## src/rtl/ram_sp_init_if.sv

```systemverilog
// Request/response bundle for ram_sp_init: valid/ready request channel,
// registered read response, clear command and busy status.
interface ram_sp_init_if #(
  parameter int DATA_W = 8,
  parameter int ADDR_W = 6
);
  logic              clear;
  logic              req_valid;
  logic              req_ready;
  logic              req_write;
  logic [ADDR_W-1:0] req_addr;
  logic [DATA_W-1:0] req_wdata;
  logic [DATA_W-1:0] req_wmask;
  logic              rsp_valid;
  logic [DATA_W-1:0] rsp_rdata;
  logic              rsp_err;
  logic              init_busy;

  // Requester side: issues commands, observes handshake and responses.
  modport master (
    output clear, req_valid, req_write, req_addr, req_wdata, req_wmask,
    input  req_ready, rsp_valid, rsp_rdata, rsp_err, init_busy
  );

  // Memory side.
  modport slave (
    input  clear, req_valid, req_write, req_addr, req_wdata, req_wmask,
    output req_ready, rsp_valid, rsp_rdata, rsp_err, init_busy
  );
endinterface

```

## src/rtl/ram_sp_init.sv

```systemverilog
// ram_sp_init: single-port synchronous RAM with a valid/ready request port,
// bit-masked writes, one-cycle registered reads and a clear engine that
// fills every word with INIT_VAL after reset and on a clear command.
module ram_sp_init #(
  parameter int                DATA_W   = 8,
  parameter int                ADDR_W   = 6,
  parameter int                DEPTH    = 1 << ADDR_W,
  parameter logic [DATA_W-1:0] INIT_VAL = '0
) (
  input logic          clk,
  input logic          rst_n,
  ram_sp_init_if.slave bus
);
  // Storage index is only as wide as DEPTH needs; addresses above DEPTH-1
  // are filtered by in_range before any array access matters.
  localparam int               IDX_W     = (DEPTH > 1) ? $clog2(DEPTH) : 1;
  localparam logic [IDX_W-1:0] LAST_IDX  = IDX_W'(DEPTH - 1);
  localparam logic [ADDR_W:0]  DEPTH_EXT = (ADDR_W + 1)'(DEPTH);

  typedef enum logic {
    ST_INIT  = 1'b0,
    ST_READY = 1'b1
  } state_e;

  state_e            state_q, state_d;
  logic [IDX_W-1:0]  cnt_q, cnt_d;
  logic [DATA_W-1:0] mem [DEPTH];

  logic              ready;
  logic              busy;
  logic              accept;
  logic              in_range;
  logic              rd_en;
  logic              wr_en;
  logic [IDX_W-1:0]  idx;

  logic              rsp_valid_q;
  logic              rsp_err_q;
  logic [DATA_W-1:0] rsp_rdata_q;

  assign in_range = ({1'b0, bus.req_addr} < DEPTH_EXT);
  assign idx      = bus.req_addr[IDX_W-1:0];
  assign accept   = bus.req_valid & ready;
  assign rd_en    = accept & ~bus.req_write;
  assign wr_en    = accept & bus.req_write & in_range;

  // State and sweep counter; reset always restarts the sweep from word 0.
  always_ff @(posedge clk or negedge rst_n) begin
    if (!rst_n) begin
      state_q <= ST_INIT;
      cnt_q   <= '0;
    end else begin
      state_q <= state_d;
      cnt_q   <= cnt_d;
    end
  end

  // Sweep runs to the last word then hands over; clear only counts in READY.
  always_comb begin
    state_d = state_q;
    cnt_d   = cnt_q;
    case (state_q)
      ST_INIT: begin
        if (cnt_q == LAST_IDX) begin
          state_d = ST_READY;
          cnt_d   = '0;
        end else begin
          cnt_d = cnt_q + 1'b1;
        end
      end
      ST_READY: begin
        if (bus.clear) begin
          state_d = ST_INIT;
        end
      end
      default: begin
        state_d = ST_INIT;
        cnt_d   = '0;
      end
    endcase
  end

  // Handshake and busy flags decode the registered state only.
  always_comb begin
    ready = (state_q == ST_READY);
    busy  = (state_q == ST_INIT);
  end

  // Array write port: sweep fill in INIT, masked read-modify-write in READY.
  always_ff @(posedge clk) begin
    if (state_q == ST_INIT) begin
      mem[cnt_q] <= INIT_VAL;
    end else if (wr_en) begin
      mem[idx] <= (mem[idx] & ~bus.req_wmask) | (bus.req_wdata & bus.req_wmask);
    end
  end

  // Read response: one-cycle valid pulse, data held until the next read.
  always_ff @(posedge clk or negedge rst_n) begin
    if (!rst_n) begin
      rsp_valid_q <= 1'b0;
      rsp_err_q   <= 1'b0;
      rsp_rdata_q <= '0;
    end else begin
      rsp_valid_q <= rd_en;
      rsp_err_q   <= rd_en & ~in_range;
      if (rd_en) begin
        rsp_rdata_q <= in_range ? mem[idx] : '0;
      end
    end
  end

  assign bus.req_ready = ready;
  assign bus.init_busy = busy;
  assign bus.rsp_valid = rsp_valid_q;
  assign bus.rsp_err   = rsp_err_q;
  assign bus.rsp_rdata = rsp_rdata_q;
endmodule

```

## src/flat_wrapper.sv

```systemverilog
// flat-port wrapper written by rule: the top's interface ports become plain ports
module ram_sp_init_flat 
#(
  parameter int                DATA_W   = 8,
  parameter int                ADDR_W   = 6,
  parameter int                DEPTH    = 1 << ADDR_W,
  parameter logic [DATA_W-1:0] INIT_VAL = '0
)
  (clk, rst_n, bus_clear, bus_req_valid, bus_req_write, bus_req_addr, bus_req_wdata, bus_req_wmask, bus_req_ready, bus_rsp_valid, bus_rsp_rdata, bus_rsp_err, bus_init_busy);
  ram_sp_init_if #(.DATA_W(DATA_W), .ADDR_W(ADDR_W)) bus_i ();
  input logic clk;
  input logic rst_n;
  input wire logic [$bits(bus_i.clear)-1:0] bus_clear;
  input wire logic [$bits(bus_i.req_valid)-1:0] bus_req_valid;
  input wire logic [$bits(bus_i.req_write)-1:0] bus_req_write;
  input wire logic [$bits(bus_i.req_addr)-1:0] bus_req_addr;
  input wire logic [$bits(bus_i.req_wdata)-1:0] bus_req_wdata;
  input wire logic [$bits(bus_i.req_wmask)-1:0] bus_req_wmask;
  output wire logic [$bits(bus_i.req_ready)-1:0] bus_req_ready;
  output wire logic [$bits(bus_i.rsp_valid)-1:0] bus_rsp_valid;
  output wire logic [$bits(bus_i.rsp_rdata)-1:0] bus_rsp_rdata;
  output wire logic [$bits(bus_i.rsp_err)-1:0] bus_rsp_err;
  output wire logic [$bits(bus_i.init_busy)-1:0] bus_init_busy;
  assign bus_i.clear = bus_clear;
  assign bus_i.req_valid = bus_req_valid;
  assign bus_i.req_write = bus_req_write;
  assign bus_i.req_addr = bus_req_addr;
  assign bus_i.req_wdata = bus_req_wdata;
  assign bus_i.req_wmask = bus_req_wmask;
  assign bus_req_ready = bus_i.req_ready;
  assign bus_rsp_valid = bus_i.rsp_valid;
  assign bus_rsp_rdata = bus_i.rsp_rdata;
  assign bus_rsp_err = bus_i.rsp_err;
  assign bus_init_busy = bus_i.init_busy;
  ram_sp_init #(.DATA_W(DATA_W), .ADDR_W(ADDR_W), .DEPTH(DEPTH), .INIT_VAL(INIT_VAL)) u_core (.clk(clk), .rst_n(rst_n), .bus(bus_i));
endmodule
```

## config.mk

```make
export PLATFORM = sky130hd
export DESIGN_NAME = ram_sp_init_flat
export DESIGN_NICKNAME = d
export VERILOG_FILES = /design/src/rtl/ram_sp_init_if.sv /design/src/rtl/ram_sp_init.sv /design/src/flat_wrapper.sv
export SDC_FILE = /design/constraint.sdc
export NUM_CORES = 1
export LEC_CHECK = 0
export CAP_MARGIN = 20
export CORE_MARGIN = 2
export CORE_UTILIZATION = 62
export DETAILED_ROUTE_END_ITERATION = 10
export PLACE_DENSITY = 0.77
export SLEW_MARGIN = 5
export SYNTH_ARGS = -nofsm -noshare
export SYNTH_HDL_FRONTEND = slang
export SYNTH_SLANG_ARGS = --single-unit
```

## constraint.sdc

```tcl
create_clock -name clk -period 6.8 [get_ports clk]
set_input_delay 0.68 -clock clk [delete_from_list [all_inputs] [get_ports clk]]
set_output_delay 0.68 -clock clk [all_outputs]
set_load 0.05 [all_outputs]
```

==> reports/results.ini, run 1 <==
[critical_path]
worst_r2r_endpoint=u_core.mem[31][5]
r2r_cells=5
end_kind=flop
r2r_setup_slack_ps=3460
critical_path_required_ps=7130
cp-start-kind=primary input
crit_type=primary input to flop
arrival_ps=4930
reg2reg_from=u_core.bus.req_ready
cp_max_fo=36

[grt]
grt_pass1_vias=10885
grt_first_pass_wirelength_mm=71.4
grt-ovfl-total=0
track_usage_pct=28.3
grt_max_degree=95
antenna_found_initial=0

[sta]
setup_viol=0
rsz0062_at_grt=false
finalCritPeriodShare_pct=67.6
worstMarginPinSlew_ps=1070
slew_viol_final=0
fin_crit_ps=4590
max_slew_margin_pct=28.9
fin_ws_ps=2210
finalHoldViolCount=0
setup_tns_ps=0
skew_ps=19.4
max_freq_mhz=218

[drt]
drc=0
drt-initial-drc-count=1836
routed_wl_mm=48.7
wire_per_inst_um=30.0
firstDrtPassIters=7
vias_per_cell=6.75
via_count=10971
postRouteAntennaNets=0

[floorplan]
chipWidth_um=188
pin_count=39
core_um2=33400
die-area_um2=35200
num_rows=67
die_y_um=188
initial_core_util_pct=62.6

[hold_path]
hold_depth=2
worstHoldStart=u_core.bus.rsp_rdata[6]
hp-class=flop to flop
whs_endpoint=u_core.bus.rsp_rdata[6]

[synth]
postSynth.asyncResetShare_pct=3.03
ys_seq_elements=528
yosysWarnings=0
synth-main-ff-cell=edfxtp_1
synth_edf_count=512
synth_area_um2=20900
synth.distinct_cells=42
syn-mean-instance-area_um2=19.2
synthCells=1089
ys_seq_area_share_pct=75.6
syn_nets=1117

[cts]
clk_pin_slew_ps=60
cts_setup_buffers=0
clk_latency_ps=580
clock-sinks=528
cts_hold_buf=0
cts_tree=done
cts_max_path_buffers=3
cts-htree-levels=2
cts_resized=0
root_buffer=clkbuf_16
numCtsBuffers=50

[finish]
fin_util_pct=69.9
drive_above_1_share_pct=17.8
area_delta_synth_final_pct=11.8
num_antenna_cells=0
nets=1165

[placement]
post-dp-hpwl_mm=30.5
routabilityCongestion=0.952
dpl_worst_slack_ps=1700
port_buffers=37

[outcome]
status=completed

[power_and_ir_drop]
finalPower_mw=7.42
ir_drop_mv=0.273
leakagePower_nw=8.12
powerDensity_nw_per_um2=318

[job]
maxCapViolCount=0

-- cell type report --
class | instances | area, um2
fillers | 2046 | 10000
well taps | 448 | 561
clock buffers | 61 | 1340
repair buffers | 58 | 554
flip-flops and latches | 528 | 15800
inverters | 4 | 15.0
multi-input cells | 495 | 4820
clock inverters | 31 | 268
-- routing by layer --
metal | routed length, um | share of wire (%) | track usage (%)
met5 | 0 | 0 | 0
met4 | 2940 | 6.0 | 15.0
met3 | 5410 | 11 | 7.13
met2 | 22400 | 46 | 42.9
met1 | 17900 | 37 | 38.7
-- Yosys cell counts (2+ instances only) --
cell / number / area share (%)
o221ai_1: 4 / 0.17
o31ai_1: 6 / 0.22
xnor2_1: 2 / 0.084
nand2b_1: 6 / 0.18
nor4_1: 4 / 0.12
o22ai_1: 9 / 0.27
nor4_2: 4 / 0.24
o21ai_1: 4 / 0.096
inv_1: 4 / 0.072
o31ai_2: 4 / 0.24
buf_1: 6 / 0.11
nor2_1: 70 / 1.3
mux4_2: 88 / 9.5
buf_4: 9 / 0.32
edfxtp_1: 512 / 74
o21a_1: 3 / 0.11
a21oi_1: 29 / 0.70
nor2b_1: 5 / 0.15
nand3b_1: 3 / 0.11
nand2_1: 39 / 0.70
a22oi_1: 72 / 2.6
or3_1: 5 / 0.15
a211oi_1: 4 / 0.14
buf_2: 13 / 0.31
mux2i_1: 93 / 4.5
dfrtp_1: 16 / 1.9
nand3_1: 16 / 0.38
o21ai_0: 13 / 0.31
and2_1: 2 / 0.060
clkbuf_1: 24 / 0.43
buf_8: 2 / 0.14
buf_6: 8 / 0.43
-- metrics by stage --
| stage | area (um2) | hold slack (ps) | cells |
|---|---|---|---|
| finish | 23300 | 520 | 1625 |
| global route | 23300 | 525 | 1625 |
| CTS | 23300 | 512 | 1623 |
| detailed placement | 21700 | 475 | 1531 |
| global placement | 21700 | 508 | 1531 |
| floorplan | 20900 | 384 | 1089 |
-- where the power goes --
| group | total (mW) | internal, mW | switching (mW) |
|---|---|---|---|
| Sequential | 3.83 | 3.74 | 0.0855 |
| Clock | 2.73 | 1.56 | 1.17 |
| Combinational | 0.856 | 0.243 | 0.613 |
| Total | 7.42 | 5.54 | 1.87 |
-- critical path, cell delays in order --
cell             delay, ps
clkdlybuf4s50_1        990
nor2b_1                420
buf_4                  290
a22oi_1                200
a21oi_1                110
nor4_1                 540
o22ai_1                320
o31ai_4                840
buf_4                  490
-- registers in the layout, summed over array words and instances (netlist names) --
name                  flops
u_core.mem              512
u_core.bus.rsp_rdata      8
u_core.cnt_q              6
u_core.bus.req_ready      1
u_core.bus.rsp_valid      1
-- layout by cell type (no fill, tap or decap), types with 2 or more instances in the layout --
| cell type | instances |
|---|---|
| clkbuf_1 | 7 |
| nand2b_1 | 6 |
| inv_1 | 4 |
| and2_1 | 2 |
| clkinvlp_4 | 4 |
| o22ai_1 | 9 |
| clkdlybuf4s50_1 | 35 |
| or3_1 | 5 |
| o31ai_4 | 8 |
| nor2b_1 | 3 |
| nor4_1 | 4 |
| nor2_1 | 69 |
| nor4_2 | 4 |
| clkbuf_8 | 3 |
| nand2_1 | 39 |
| a22oi_1 | 72 |
| nand3_1 | 16 |
| mux2i_1 | 93 |
| bufinv_16 | 4 |
| dfrtp_1 | 16 |
| o21ai_1 | 4 |
| buf_4 | 19 |
| clkbuf_16 | 51 |
| o31ai_1 | 2 |
| mux4_2 | 88 |
| edfxtp_1 | 512 |
| o21a_1 | 3 |
| clkinv_1 | 4 |
| o21ai_0 | 13 |
| a21oi_1 | 29 |
| buf_8 | 2 |
| nand3b_1 | 3 |
| nor2b_2 | 2 |
| o221ai_1 | 4 |
| clkinv_2 | 17 |
| xnor2_1 | 2 |
| a211oi_1 | 4 |
-- cell families (layout without fill, tap and decap cells) --
logic type / count (synthesis) / count (layout) / share of synthesized area, %
flops: 528 / 528 / 75.6
simple gates: 157 / 157 / 3.45
mux: 182 / 182 / 14.0
fa+ha+maj: 1 / 1 / 0.0599
buf+inv: 66 / 154 / 1.82
compound gates: 151 / 151 / 4.96
xor+xnor: 3 / 3 / 0.126
other cells: 1 / 1 / 0.0180
-- how the worst max path moves through the flow --
| stage | from | end | slack, ps | cells after the start |
|---|---|---|---|---|
| 5_1_grt | bus_req_addr[2] | u_core.mem[19][6] | 2010 | 9 |
| 4_1_cts | bus_req_addr[2] | u_core.mem[1][7] | 2280 | 9 |
| 3_3_place_gp | bus_req_addr[2] | u_core.mem[2][7] | 1810 | 9 |
| 6_report | bus_req_addr[2] | u_core.mem[19][6] | 2210 | 9 |
| 2_1_floorplan | bus_req_addr[4] | u_core.mem[0][5] | 1570 | 8 |
| 3_5_place_dp | bus_req_addr[2] | u_core.mem[1][7] | 1700 | 9 |
No activity file was read; power rests on OpenSTA's default activity.
==> run 2: changes to the inputs <==
Settings changed: CORE_UTILIZATION 62 to 56, PLACE_DENSITY 0.77 to 0.74.
Clock period 6.8 ns to 3.95 ns, I/O delays scaled along.
==> run 2 against run 1 <==
  * Combinational power rose by 83%
  * Critical path type unchanged
  * Largest power group unchanged
  * Largest cell class unchanged
  * Sequential power rose by 72%
  * Critical path depth fell by 1
  * Routed wire length fell by 1.5%
  * Worst hold slack got worse by 170 ps
  * Utilization fell by 4.3 points
  * Highest routed layer is now met5
==> reports/results.ini, run 2 (same netlist as run 1, synthesis figures left out) <==
[sta]
fin_crit_ps=3290
skew_ps=23.8
worstMarginPinSlew_ps=973
slew_viol_final=0
setup_tns_ps=0
rsz0062_at_grt=false
holdWs_ps=350
max_freq_mhz=304
finalCritPeriodShare_pct=83.2
finalHoldViolCount=0
max_slew_margin_pct=35.1
setup_viol=0

[grt]
grt_max_degree=68
grt_pass1_vias=11140
grt-ovfl-total=0
track_usage_pct=25.3
grt_first_pass_wirelength_mm=71.0
antenna_found_initial=3

[critical_path]
crit_type=primary input to flop
r2r_cells=6
slowest_stage=clkdlybuf4s50_1
r2r_setup_slack_ps=830
worst_r2r_endpoint=u_core.mem[14][3]
startpoint=bus_req_addr[4]
crit_path_cell_trace=clkdlybuf4s50_1 > nor2b_1 > buf_4 > a22oi_1 > a211oi_1 > nor4_2 > o31ai_4 > buf_12
reg2reg_from=u_core.bus.req_ready
end_kind=flop
cp-start-kind=primary input
critical_path_required_ps=4350
cp_max_fo=40
arrival_ps=3690
max_stage_delay_ps=800

[cts]
cts_max_path_buffers=3
cts-htree-levels=2
cts_hold_buf=0
clk_pin_slew_ps=60
root_buffer=clkbuf_16
cts_resized=0
numCtsBuffers=50
cts_setup_buffers=0
cts_tree=done
clk_latency_ps=570
clock-sinks=528

[drt]
drt-initial-drc-count=1298
postRouteAntennaNets=0
via_count=11161
drc=0
firstDrtPassIters=5
routed_wl_mm=48.0
wire_per_inst_um=27.5
vias_per_cell=6.40

[placement]
routabilityCongestion=0.952
post-dp-hpwl_mm=31.3
port_buffers=37
placed_cells=1650

[finish]
layout_commonest_cell=edfxtp_1
layout_common_cells=512 x edfxtp_1, 110 x buf_4, 93 x mux2i_1
regMostFlops=u_core.mem
fin_cells=1744
nFillCells=2397
regArea_um2=15800
nets=1262
drive_above_1_share_pct=22.6
area_delta_synth_final_pct=15.4
largest_reg_flops=512
multiInputGateArea_um2=4820

[power_and_ir_drop]
powerDensity_nw_per_um2=525
power_frac_seq_pct=52.1
ir_drop_mv=0.433
leakagePower_nw=8.60
p_comb_share_pct=12.4
switching_share_pct=25.2
finalPower_mw=12.6
power.share.clock_pct=35.5
p_int_mw=9.46
p_switching_mw=3.18

[floorplan]
num_rows=70
pin_count=39
chipWidth_um=197
die_y_um=197
initial_core_util_pct=56.9
die-area_um2=38800
core_um2=36700

[hold_path]
hp-class=primary input to async pin

[outcome]
status=completed

[job]
maxCapViolCount=0

[run 2: cell type report]
class	instances	area share (%)
multi-input cells	495	20.0
clock buffers	67	5.54
clock inverters	25	0.774
inverters	4	0.0623
well taps	468	2.43
diodes	2	0.0208
repair buffers	155	5.69
flip-flops and latches	528	65.5
[run 2: power groups by stage]
stage               Sequential, mW  Combinational [mW]  Clock (mW)
floorplan                     6.75               0.823           0
global placement              6.68                1.52           0
detailed placement            6.70                1.55           0
CTS                           6.58                1.56        4.51
global route                  6.61                1.66        4.72
finish                        6.59                1.57        4.48
[run 2: stage by stage]
step	setup WS, ps	utilization (%)	cell area [um2]
after floorplan	-1150	-	20900
after global placement	246	61.5	22600
after detailed placement	120	61.5	22600
after CTS	693	65.6	24100
after global routing	579	65.6	24100
final	663	65.6	24100
[run 2: routing by layer]
layer  wire, um  global-route usage (%)
met1      19100                    35.3
met2      23400                    40.9
met3       3890                    4.87
met4       1640                    8.80
met5         23                       0
[run 2: how the worst max path moves through the flow]
| stage | to | depth (start not counted) |
|---|---|---|
| 6_report | u_core.mem[6][2] | 8 |
| 5_1_grt | u_core.mem[6][2] | 8 |
| 4_1_cts | u_core.mem[6][2] | 8 |
| 3_5_place_dp | u_core.mem[63][2] | 8 |
| 3_3_place_gp | u_core.mem[6][7] | 10 |
| 2_1_floorplan | u_core.mem[0][0] | 6 |
[run 2: worst max-delay path, delay by kind of cell]
family                 cells  cell delay, ps
buffers and inverters      3            1390
and+or+nand+nor            2             360
AOI/OAI and AO/OA          3            1530
==> run 3: changes to the inputs <==
Clock period 3.95 ns to 2.85 ns, I/O delays scaled along.
==> run 3 against run 2 <==
  * Cell count is 3.9% higher
  * Worst hold slack worse by 310 ps
  * Flip-flop and latch count stayed put
  * First-iteration DRC count is 1.2% higher
  * Via count is 4.5% higher
  * Largest cell class unchanged
  * Clock-buffer cell count is 6 lower
  * Critical path type unchanged
  * Utilization is 2.1 points higher
==> reports/results.ini, run 3 (same netlist as run 1, synthesis figures left out) <==
[outcome]
status=completed

[critical_path]
crit_type=primary input to flop
slowest_stage=clkdlybuf4s50_1
max_stage_delay_ps=560
cp_max_fo=32
cp-start-kind=primary input
crit_family=buffers and inverters
arrival_ps=3060
crit_path_cell_trace=clkdlybuf4s50_1 > and2_1 > buf_4 > a22oi_1 > a21oi_1 > nor4_1 > o22ai_1 > o31ai_4 > buf_12
critical_path_required_ps=3270
crit_buf_inv=3
end_kind=flop

[sta]
setup_tns_ps=0
worstMarginPinSlew_ps=604
setup_viol=0
skew_ps=26.9
finalHoldViolCount=0
finalCritPeriodShare_pct=92.7
fin_crit_ps=2640
holdWs_ps=41.2
max_slew_margin_pct=59.7
rsz0062_at_grt=false
slew_viol_final=0
max_freq_mhz=379
fin_ws_ps=209

[finish]
nFillCells=2285
layout_common_cells=512 x edfxtp_1, 159 x buf_4, 93 x mux2i_1
num_antenna_cells=0
layout_commonest_cell=edfxtp_1
nets=1331
fin_cells=1812
final_area_um2=24900
regMostFlops=u_core.mem
largest_reg_flops=512
area_delta_synth_final_pct=19.1
drive_above_1_share_pct=27.1

[grt]
grt_first_pass_wirelength_mm=75.0
grt_max_degree=49
grt-busiest-layer=met2
use_met1_pct=37.4
use_met2_pct=42.6
grt_pass1_vias=11638
grt-ovfl-total=0
antenna_found_initial=0
track_usage_pct=27.1
met3_usage_pct=5.98

[cts]
cts_hold_buf=0
cts-htree-levels=2
cts_tree=done
clk_latency_ps=600
root_buffer=clkbuf_16
cts_max_path_buffers=3
clk_pin_slew_ps=70
numCtsBuffers=50
clock-sinks=528
cts_setup_buffers=0
cts_resized=0

[drt]
firstDrtPassIters=6
drt-initial-drc-count=1314
drc=0
wire_per_inst_um=28.2
routed_wl_mm=51.0
vias_per_cell=6.43
postRouteAntennaNets=0
via_count=11659

[floorplan]
pin_count=39
initial_core_util_pct=56.9
chipWidth_um=197
num_rows=70
core_um2=36700
die_y_um=197
die-area_um2=38800

[placement]
placed_cells=1719
place_area_um2=23300
post-dp-hpwl_mm=34.2
port_buffers=37
routabilityCongestion=0.974
dpl_worst_slack_ps=-280

[power_and_ir_drop]
leakagePower_nw=9.03
p_switching_mw=4.52
power.share.clock_pct=35.4
power_frac_seq_pct=51.2
p_comb_share_pct=13.4
p_int_mw=13.3
ir_drop_mv=0.590
switching_share_pct=25.4
powerDensity_nw_per_um2=715

[hold_path]
hp-class=primary input to async pin

[job]
maxCapViolCount=0

[run 3: cell count changes in the layout (fill, tap and decap cells not counted), sizes merged]
cell,before,now
clkinvlp,0,1
bufinv,2,3
clkbuf,67,61
diode,2,0
buf,120,189
clkinv,21,26
[run 3: final timing paths]
kind | startpoint | endpoint | slack [ps] | cells past startpoint
setup / recovery | bus_req_addr[2] | u_core.mem[57][7] | 210 | 9
hold / removal | rst_n | u_core.bus.rsp_rdata[5] | 40 | 2
setup reg to reg | u_core.mem[19][2] | u_core.mem[60][2] | 270 | 8
hold reg to reg | u_core.bus.rsp_rdata[4] | u_core.bus.rsp_rdata[4] | 490 | 2
max in group asynchronous | rst_n | u_core.bus.req_ready | 2540 | 2
min in group clk | bus_clear | u_core.bus.req_ready | 250 | 2
[run 3: metrics by stage]
step | total power, mW | utilization, %
after CTS | 17.8 | 67.8
after floorplan | 10.5 | -
after detailed placement | 11.6 | 63.6
after global routing | 18.3 | 67.8
final | 17.8 | 67.8
after global placement | 11.5 | 63.6
[run 3: area by class of cell]
type	instances	area, um2	share of cell area (%)
Multi-Input combinational cell	495	4820	19.4
Clock buffer	61	1290	5.20
Inverter	4	15.0	0.0604
Clock inverter	32	243	0.976
Tap cell	468	586	2.35
Sequential cell	528	15800	63.4
Timing Repair Buffer	224	2140	8.60
[run 3: routing by layer]
layer | share of wire [%] | wire length, um
met1 | 39 | 19900
met4 | 4.1 | 2100
met2 | 48 | 24400
met5 | 0 | 0
met3 | 9.1 | 4620
[run 3: power by group through the flow]
stage               Clock (mW)  Sequential (mW)  Combinational, mW
floorplan                    0             9.35               1.16
global placement             0             9.24               2.30
detailed placement           0             9.27               2.34
CTS                       6.37             9.11               2.35
global route              6.68             9.13               2.50
finish                    6.30             9.11               2.37
